### src/rtl/fccc_lock_ce_gen_if.sv
// rtl/fccc_lock_ce_gen_if.sv - lock supervisor / clock-enable generator signal bundle
interface fccc_lock_ce_gen_if #(
    parameter int NUM_CH = 4,
    parameter int DIV_W  = 8
);
    logic                    lock;
    logic [NUM_CH*DIV_W-1:0] div_cfg;
    logic [NUM_CH-1:0]       ch_en;
    logic                    clr_lost;
    logic [NUM_CH-1:0]       ce_out;
    logic                    lock_ok;
    logic                    lock_lost;
    logic                    rst_out_n;

    modport master (
        output lock, div_cfg, ch_en, clr_lost,
        input  ce_out, lock_ok, lock_lost, rst_out_n
    );

    modport slave (
        input  lock, div_cfg, ch_en, clr_lost,
        output ce_out, lock_ok, lock_lost, rst_out_n
    );
endinterface

### src/rtl/fccc_lock_ce_gen.sv
// rtl/fccc_lock_ce_gen.sv - CCC lock qualifier, downstream reset release and clock-enable generator
module fccc_lock_ce_gen #(
    parameter int NUM_CH             = 4,
    parameter int DIV_W              = 8,
    parameter int LOCK_SYNC_STAGES   = 2,
    parameter int LOCK_STABLE_CYCLES = 1024
) (
    input  logic                    clk,
    input  logic                    rst_n,
    fccc_lock_ce_gen_if.slave       bus
);

    localparam int CNT_W = (LOCK_STABLE_CYCLES > 1) ? $clog2(LOCK_STABLE_CYCLES) : 1;
    localparam logic [CNT_W-1:0] CNT_LAST = CNT_W'(LOCK_STABLE_CYCLES - 1);

    typedef enum logic [1:0] {
        WAIT_LOCK = 2'd0,
        STABLE    = 2'd1,
        RUN       = 2'd2
    } state_t;

    state_t                      state, state_next;
    logic   [CNT_W-1:0]          stable_cnt, stable_cnt_next;
    logic   [LOCK_SYNC_STAGES-1:0] lock_sync;
    logic                        lock_s;
    logic                        set_lost;
    logic                        lock_lost_q;
    logic                        rst_out_q;
    logic                        run_next;
    logic   [NUM_CH-1:0]         ce_vec;

    // Bring the asynchronous CCC lock flag into the fabric clock domain
    always_ff @(posedge clk or negedge rst_n) begin
        if (!rst_n) begin
            lock_sync <= '0;
        end else begin
            lock_sync <= {lock_sync[LOCK_SYNC_STAGES-2:0], bus.lock};
        end
    end

    assign lock_s = lock_sync[LOCK_SYNC_STAGES-1];

    // Qualification state and stability counter
    always_ff @(posedge clk or negedge rst_n) begin
        if (!rst_n) begin
            state      <= WAIT_LOCK;
            stable_cnt <= '0;
        end else begin
            state      <= state_next;
            stable_cnt <= stable_cnt_next;
        end
    end

    // Lock must stay high for the whole window; any drop restarts from zero
    always_comb begin
        state_next      = state;
        stable_cnt_next = stable_cnt;
        set_lost        = 1'b0;
        case (state)
            WAIT_LOCK: begin
                stable_cnt_next = '0;
                if (lock_s) begin
                    state_next = STABLE;
                end
            end
            STABLE: begin
                if (!lock_s) begin
                    state_next      = WAIT_LOCK;
                    stable_cnt_next = '0;
                end else if (stable_cnt == CNT_LAST) begin
                    state_next = RUN;
                end else begin
                    stable_cnt_next = stable_cnt + CNT_W'(1);
                end
            end
            RUN: begin
                stable_cnt_next = '0;
                if (!lock_s) begin
                    state_next = WAIT_LOCK;
                    set_lost   = 1'b1;
                end
            end
            default: begin
                state_next      = WAIT_LOCK;
                stable_cnt_next = '0;
            end
        endcase
    end

    // Sticky loss flag; a new loss beats a simultaneous clear
    always_ff @(posedge clk or negedge rst_n) begin
        if (!rst_n) begin
            lock_lost_q <= 1'b0;
        end else if (set_lost) begin
            lock_lost_q <= 1'b1;
        end else if (bus.clr_lost) begin
            lock_lost_q <= 1'b0;
        end
    end

    // Downstream reset follows LOCK_OK one cycle late in both directions
    always_ff @(posedge clk or negedge rst_n) begin
        if (!rst_n) begin
            rst_out_q <= 1'b0;
        end else begin
            rst_out_q <= (state == RUN);
        end
    end

    // Channels look at the next state so that entry to and exit from RUN act on
    // the same edge as LOCK_OK changes
    assign run_next = (state_next == RUN);

    for (genvar i = 0; i < NUM_CH; i++) begin : g_ch
        logic [DIV_W-1:0] div_i;
        logic [DIV_W-1:0] div_cnt;
        logic [DIV_W-1:0] shadow;
        logic             act;
        logic             act_q;
        logic             ce_q;

        assign div_i = bus.div_cfg[i*DIV_W +: DIV_W];
        assign act   = run_next & bus.ch_en[i];

        // Divider: load on activation, reload the divisor only at wrap
        always_ff @(posedge clk or negedge rst_n) begin
            if (!rst_n) begin
                div_cnt <= '0;
                shadow  <= '0;
                act_q   <= 1'b0;
                ce_q    <= 1'b0;
            end else if (!act) begin
                div_cnt <= '0;
                act_q   <= 1'b0;
                ce_q    <= 1'b0;
            end else if (!act_q) begin
                div_cnt <= '0;
                shadow  <= div_i;
                act_q   <= 1'b1;
                ce_q    <= 1'b0;
            end else if (div_cnt == shadow) begin
                div_cnt <= '0;
                shadow  <= div_i;
                ce_q    <= 1'b1;
            end else begin
                div_cnt <= div_cnt + DIV_W'(1);
                ce_q    <= 1'b0;
            end
        end

        assign ce_vec[i] = ce_q;
    end

    assign bus.ce_out    = ce_vec;
    assign bus.lock_ok   = (state == RUN);
    assign bus.lock_lost = lock_lost_q;
    assign bus.rst_out_n = rst_out_q;

endmodule

### src/flat_wrapper.sv
// flat-port wrapper written by rule: the top's interface ports become plain ports
module fccc_lock_ce_gen_flat 
#(
    parameter int NUM_CH             = 4,
    parameter int DIV_W              = 8,
    parameter int LOCK_SYNC_STAGES   = 2,
    parameter int LOCK_STABLE_CYCLES = 1024
)
  (clk, rst_n, bus_lock, bus_div_cfg, bus_ch_en, bus_clr_lost, bus_ce_out, bus_lock_ok, bus_lock_lost, bus_rst_out_n);
  fccc_lock_ce_gen_if #(.NUM_CH(NUM_CH), .DIV_W(DIV_W)) bus_i ();
  input  logic clk;
  input  logic rst_n;
  input wire logic [$bits(bus_i.lock)-1:0] bus_lock;
  input wire logic [$bits(bus_i.div_cfg)-1:0] bus_div_cfg;
  input wire logic [$bits(bus_i.ch_en)-1:0] bus_ch_en;
  input wire logic [$bits(bus_i.clr_lost)-1:0] bus_clr_lost;
  output wire logic [$bits(bus_i.ce_out)-1:0] bus_ce_out;
  output wire logic [$bits(bus_i.lock_ok)-1:0] bus_lock_ok;
  output wire logic [$bits(bus_i.lock_lost)-1:0] bus_lock_lost;
  output wire logic [$bits(bus_i.rst_out_n)-1:0] bus_rst_out_n;
  assign bus_i.lock = bus_lock;
  assign bus_i.div_cfg = bus_div_cfg;
  assign bus_i.ch_en = bus_ch_en;
  assign bus_i.clr_lost = bus_clr_lost;
  assign bus_ce_out = bus_i.ce_out;
  assign bus_lock_ok = bus_i.lock_ok;
  assign bus_lock_lost = bus_i.lock_lost;
  assign bus_rst_out_n = bus_i.rst_out_n;
  fccc_lock_ce_gen #(.NUM_CH(NUM_CH), .DIV_W(DIV_W), .LOCK_SYNC_STAGES(LOCK_SYNC_STAGES), .LOCK_STABLE_CYCLES(LOCK_STABLE_CYCLES)) u_core (.clk(clk), .rst_n(rst_n), .bus(bus_i));
endmodule
### config.mk
export PLATFORM = sky130hd
export DESIGN_NAME = fccc_lock_ce_gen_flat
export DESIGN_NICKNAME = d
export VERILOG_FILES = /design/src/rtl/fccc_lock_ce_gen_if.sv /design/src/rtl/fccc_lock_ce_gen.sv /design/src/flat_wrapper.sv
export SDC_FILE = /design/constraint.sdc
export NUM_CORES = 1
export LEC_CHECK = 0
export ABC_CLOCK_PERIOD_IN_PS = 4380
export CORE_MARGIN = 4
export CORE_UTILIZATION = 40
export DETAILED_ROUTE_END_ITERATION = 6
export HOLD_SLACK_MARGIN = 0.06
export MAX_ROUTING_LAYER = met4
export SLEW_MARGIN = 20
export SYNTH_ARGS = -nofsm -noshare
export SYNTH_HDL_FRONTEND = slang
export SYNTH_SLANG_ARGS = --single-unit
### constraint.sdc
create_clock -name clk -period 4.38 [get_ports clk]
set_clock_uncertainty 0.15 [all_clocks]
set_input_delay 0.438 -clock clk [delete_from_list [all_inputs] [get_ports clk]]
set_output_delay 0.438 -clock clk [all_outputs]
set_load 0.02 [all_outputs]
==> impl_results.md <==
- Status: complete, no violations
- Total number of H-tree levels: 3
- Synth Area in Simple Gates: 12.98%
- Worst slew pin tran: 0.6365 ns
- DIE AREA: 11950 um^2
- GP Congestion: 0.7789
- GR Overflow Total: 0
- Crit Path Max Fanout: 4
- CTS tree: yes
- Wirelength per Cell: 13.64 um
- Share of cells above drive strength 1: 15.97%
- Period utilization: 51.99%
- Row count: 36
- Input/output buffers: 46
- Synthesized area per cell: 12.72 um^2
- Synth Cell Area: 4108 um^2
- WS Path Type: register to primary output
- Leakage: 0.002317 uW
- Yosys warnings: 0
- Post-synthesis cell count: 323
- Worst-skew pair later-pin latency: 0.36 ns
- Max rail drop VDD: 0.2215 mV
- Mapped Nets: 368
- # setup viols final: 0
- DRC viols: 0
- Worst EP arrival: 1.69 ns
- MaxCap Viol Count: 0
- Critical Path RT: 3.79 ns
- Max transition margin: 57.56%
- Synth area leader: dfrtp_1
- R2r endpoint: u_core.g_ch[1].shadow[7]
- Post_cts resized: 0
- Worst Setup End Kind: primary output
- GRT Total Usage: 13.40%
- Clock tree root buffer cell: clkbuf_8
- Total iterations of the first detailed-routing run: 4
- Die height: 109.3 um
- Highest clock rate: 0.4391 GHz
- Vias post-DR: 2455
- Antenna diode count: 0
- Largest cells by area after synthesis: dfrtp_1 54%, mux2_4 12%, xnor2_1 9.4%
- Die Width: 109.3 um
- # clock sinks: 88
- DP Wirelength: 4981 um
- Mux cell area share after synthesis: 11.94%
- Worst hold path endpoint: u_core.lock_sync[1]
- RSZ-0062 raised after global routing: no
- Cts bufs inserted: 9
- FF+latch count, synth: 88
- Crit path time final: 2.277 ns
- Share of the synthesized area in the top cell type: 53.61%
- Initial Util: 41.64%
- Flop2flop setup slack: 2.14 ns
- DRT antenna net count: 0
- Final WL: 7024 um
- Largest net degree at the start of global routing: 51
- Synth cell types: 29
- Hold path cells: 0
- Sequential-to-total area share from yosys stat: 53.61%
- I/O pin cnt: 47
- Initial antenna violation count: 0
- FF-to-FF path depth: 6
- Total Power: 1570 uW
- Clock-pin slew on the worst setup and hold paths: 0.09 ns
- Area of the core: 9864 um^2
- Number of global-route vias before repair: 2581
- DR vias/cell: 4.767
- First-pass GRT wire length: 12320 um
- Hold Violations, Final: 0
- Largest family of logic cells by synthesized area: simple AND/OR/NAND/NOR gates
- FF-to-FF Start: u_core.stable_cnt[0]
- Worst Setup Start Kind: register
- Syn-to-layout area delta: 20.77%
- Initial DRC Count: 84
- Nets: 422
- Synth Area in Compound Gates: 5.239%
- Fraction of synthesized cell area in xor and xnor cells: 12.79%
- Hold Crit Start: u_core.lock_sync[0]
- Worst min path class: register to register
- Slew Viols, Final: 0
- Setup TNS: 0 ns
- CTS Buffer Depth: 2
- Post-synthesis adder-cell area fraction: 1.523%
- Power per standard cell area: 316.4 nW/um^2
-- through the flow --
| step | hold slack, ns | worst slack, ns | cells | utilization, % | area (um^2) |
|---|---|---|---|---|---|
| 2_1_floorplan | -0.007591 | 2.262 | 323 | - | 4108 |
| 3_3_place_gp | 0.1924 | 2.203 | 498 | 47.67 | 4702 |
| 3_5_place_dp | 0.1895 | 2.145 | 498 | 47.67 | 4702 |
| 4_1_cts | 0.2167 | 2.049 | 515 | 50.29 | 4961 |
| 5_1_grt | 0.2219 | 1.957 | 515 | 50.29 | 4961 |
| 6_report | 0.2081 | 2.103 | 515 | 50.29 | 4961 |
-- flip-flops by register name (all words and copies together), names as in the netlist --
signal / cells
u_core.lock_sync: 2
u_core.stable_cnt: 10
u_core.g_ch.div_cnt: 32
u_core.g_ch.ce_q: 4
u_core.g_ch.shadow: 32
u_core.bus.lock_lost: 1
u_core.g_ch.act_q: 4
u_core.bus.rst_out_n: 1
u_core.state: 2
-- cells in the final DEF, fill, tap and decap left out, types with 2 or more instances in the layout --
master           count
inv_6                2
ha_1                 5
nand2_1              5
clkdlybuf4s50_1     45
o21ai_0              3
a21boi_4             4
and3_1              19
mux2_4              32
o21ai_4              4
clkinv_4             2
nand3_1             14
xnor2_1             44
a21oi_1              2
bufinv_16            3
nand3b_1             5
xor2_1              16
inv_1               11
a31oi_1              4
nand4_1             10
clkbuf_8             9
buf_4                2
nor2_1              40
dfrtp_1             88
nor2b_1              2
-- synth_stat cells, drive strengths merged --
library cell   n
dfrtp         88
xnor2         44
nor2          40
mux2          32
and3          19
xor2          16
nand3         14
inv           11
nand4         10
o21ai          7
buf            5
ha             5
nand2          5
nand3b         5
a21boi         4
a31oi          4
a21oi          2
nor2b          2
a211oi         1
a22o           1
a311oi         1
and3b          1
and4           1
mux2i          1
nand4b         1
nor3           1
nor3b          1
or2            1
-- cell type report --
class                      count  area (um^2)
clock buffer                   9        123.9
inverter                      11        41.29
fill                         863         4903
clock inverter                 7        125.1
tap                          133        166.4
sequential                    88         2202
multi-input combinational    219         1827
timing repair buffer          48        475.5
-- logic make-up (layout without fill, tap and decap cells) --
family	after synthesis	in the layout
AO/OA/AOI/OAI	20	20
XOR/XNOR	60	60
adder cells (fa/ha/maj)	5	5
buffers and inverters	16	75
flip-flops	88	88
multiplexers	33	33
AND/OR/NAND/NOR	101	101
-- worst max-delay path by stage --
stage | from | endpoint | slack [ns] | cells past startpoint
global route | u_core.state[0] | bus_lock_ok | 1.96 | 2
CTS | u_core.state[0] | bus_lock_ok | 2.05 | 2
global placement | u_core.stable_cnt[0] | u_core.g_ch[1].shadow[6] | 2.20 | 6
finish | u_core.state[0] | bus_lock_ok | 2.10 | 2
detailed placement | u_core.stable_cnt[0] | u_core.g_ch[1].shadow[4] | 2.15 | 6
floorplan | u_core.state[0] | u_core.g_ch[0].shadow[0] | 2.26 | 5
-- critical path: stages, from the launching register on --
cell and delay [ns]:
dfrtp_1 0.41, nor2b_1 0.27, clkdlybuf4s50_1 0.67
-- power breakdown --
group,leakage (uW),internal [uW],switching (uW)
combinational,0.000970,34.9,24.1
sequential,0.00122,814,1.79
clock,0.000124,386,310
total,0.00232,1230,336
-- metal layers --
metal  global-route usage [%]  wire, um  up-vias
met2                    19.49      3008       38
li1                         -         -     1202
met3                    2.525       247        8
met4                    4.809        89        0
met5                        -         0        -
met1                    18.78      3678     1207
-- timing repair --
action                                  4_1_cts  5_1_grt
buffers inserted                              0        0
endpoints found under the setup margin        0        0
endpoints found under the hold margin        49        0
hold buffers                                  1        0
No activity file was read; power rests on OpenSTA's default activity.
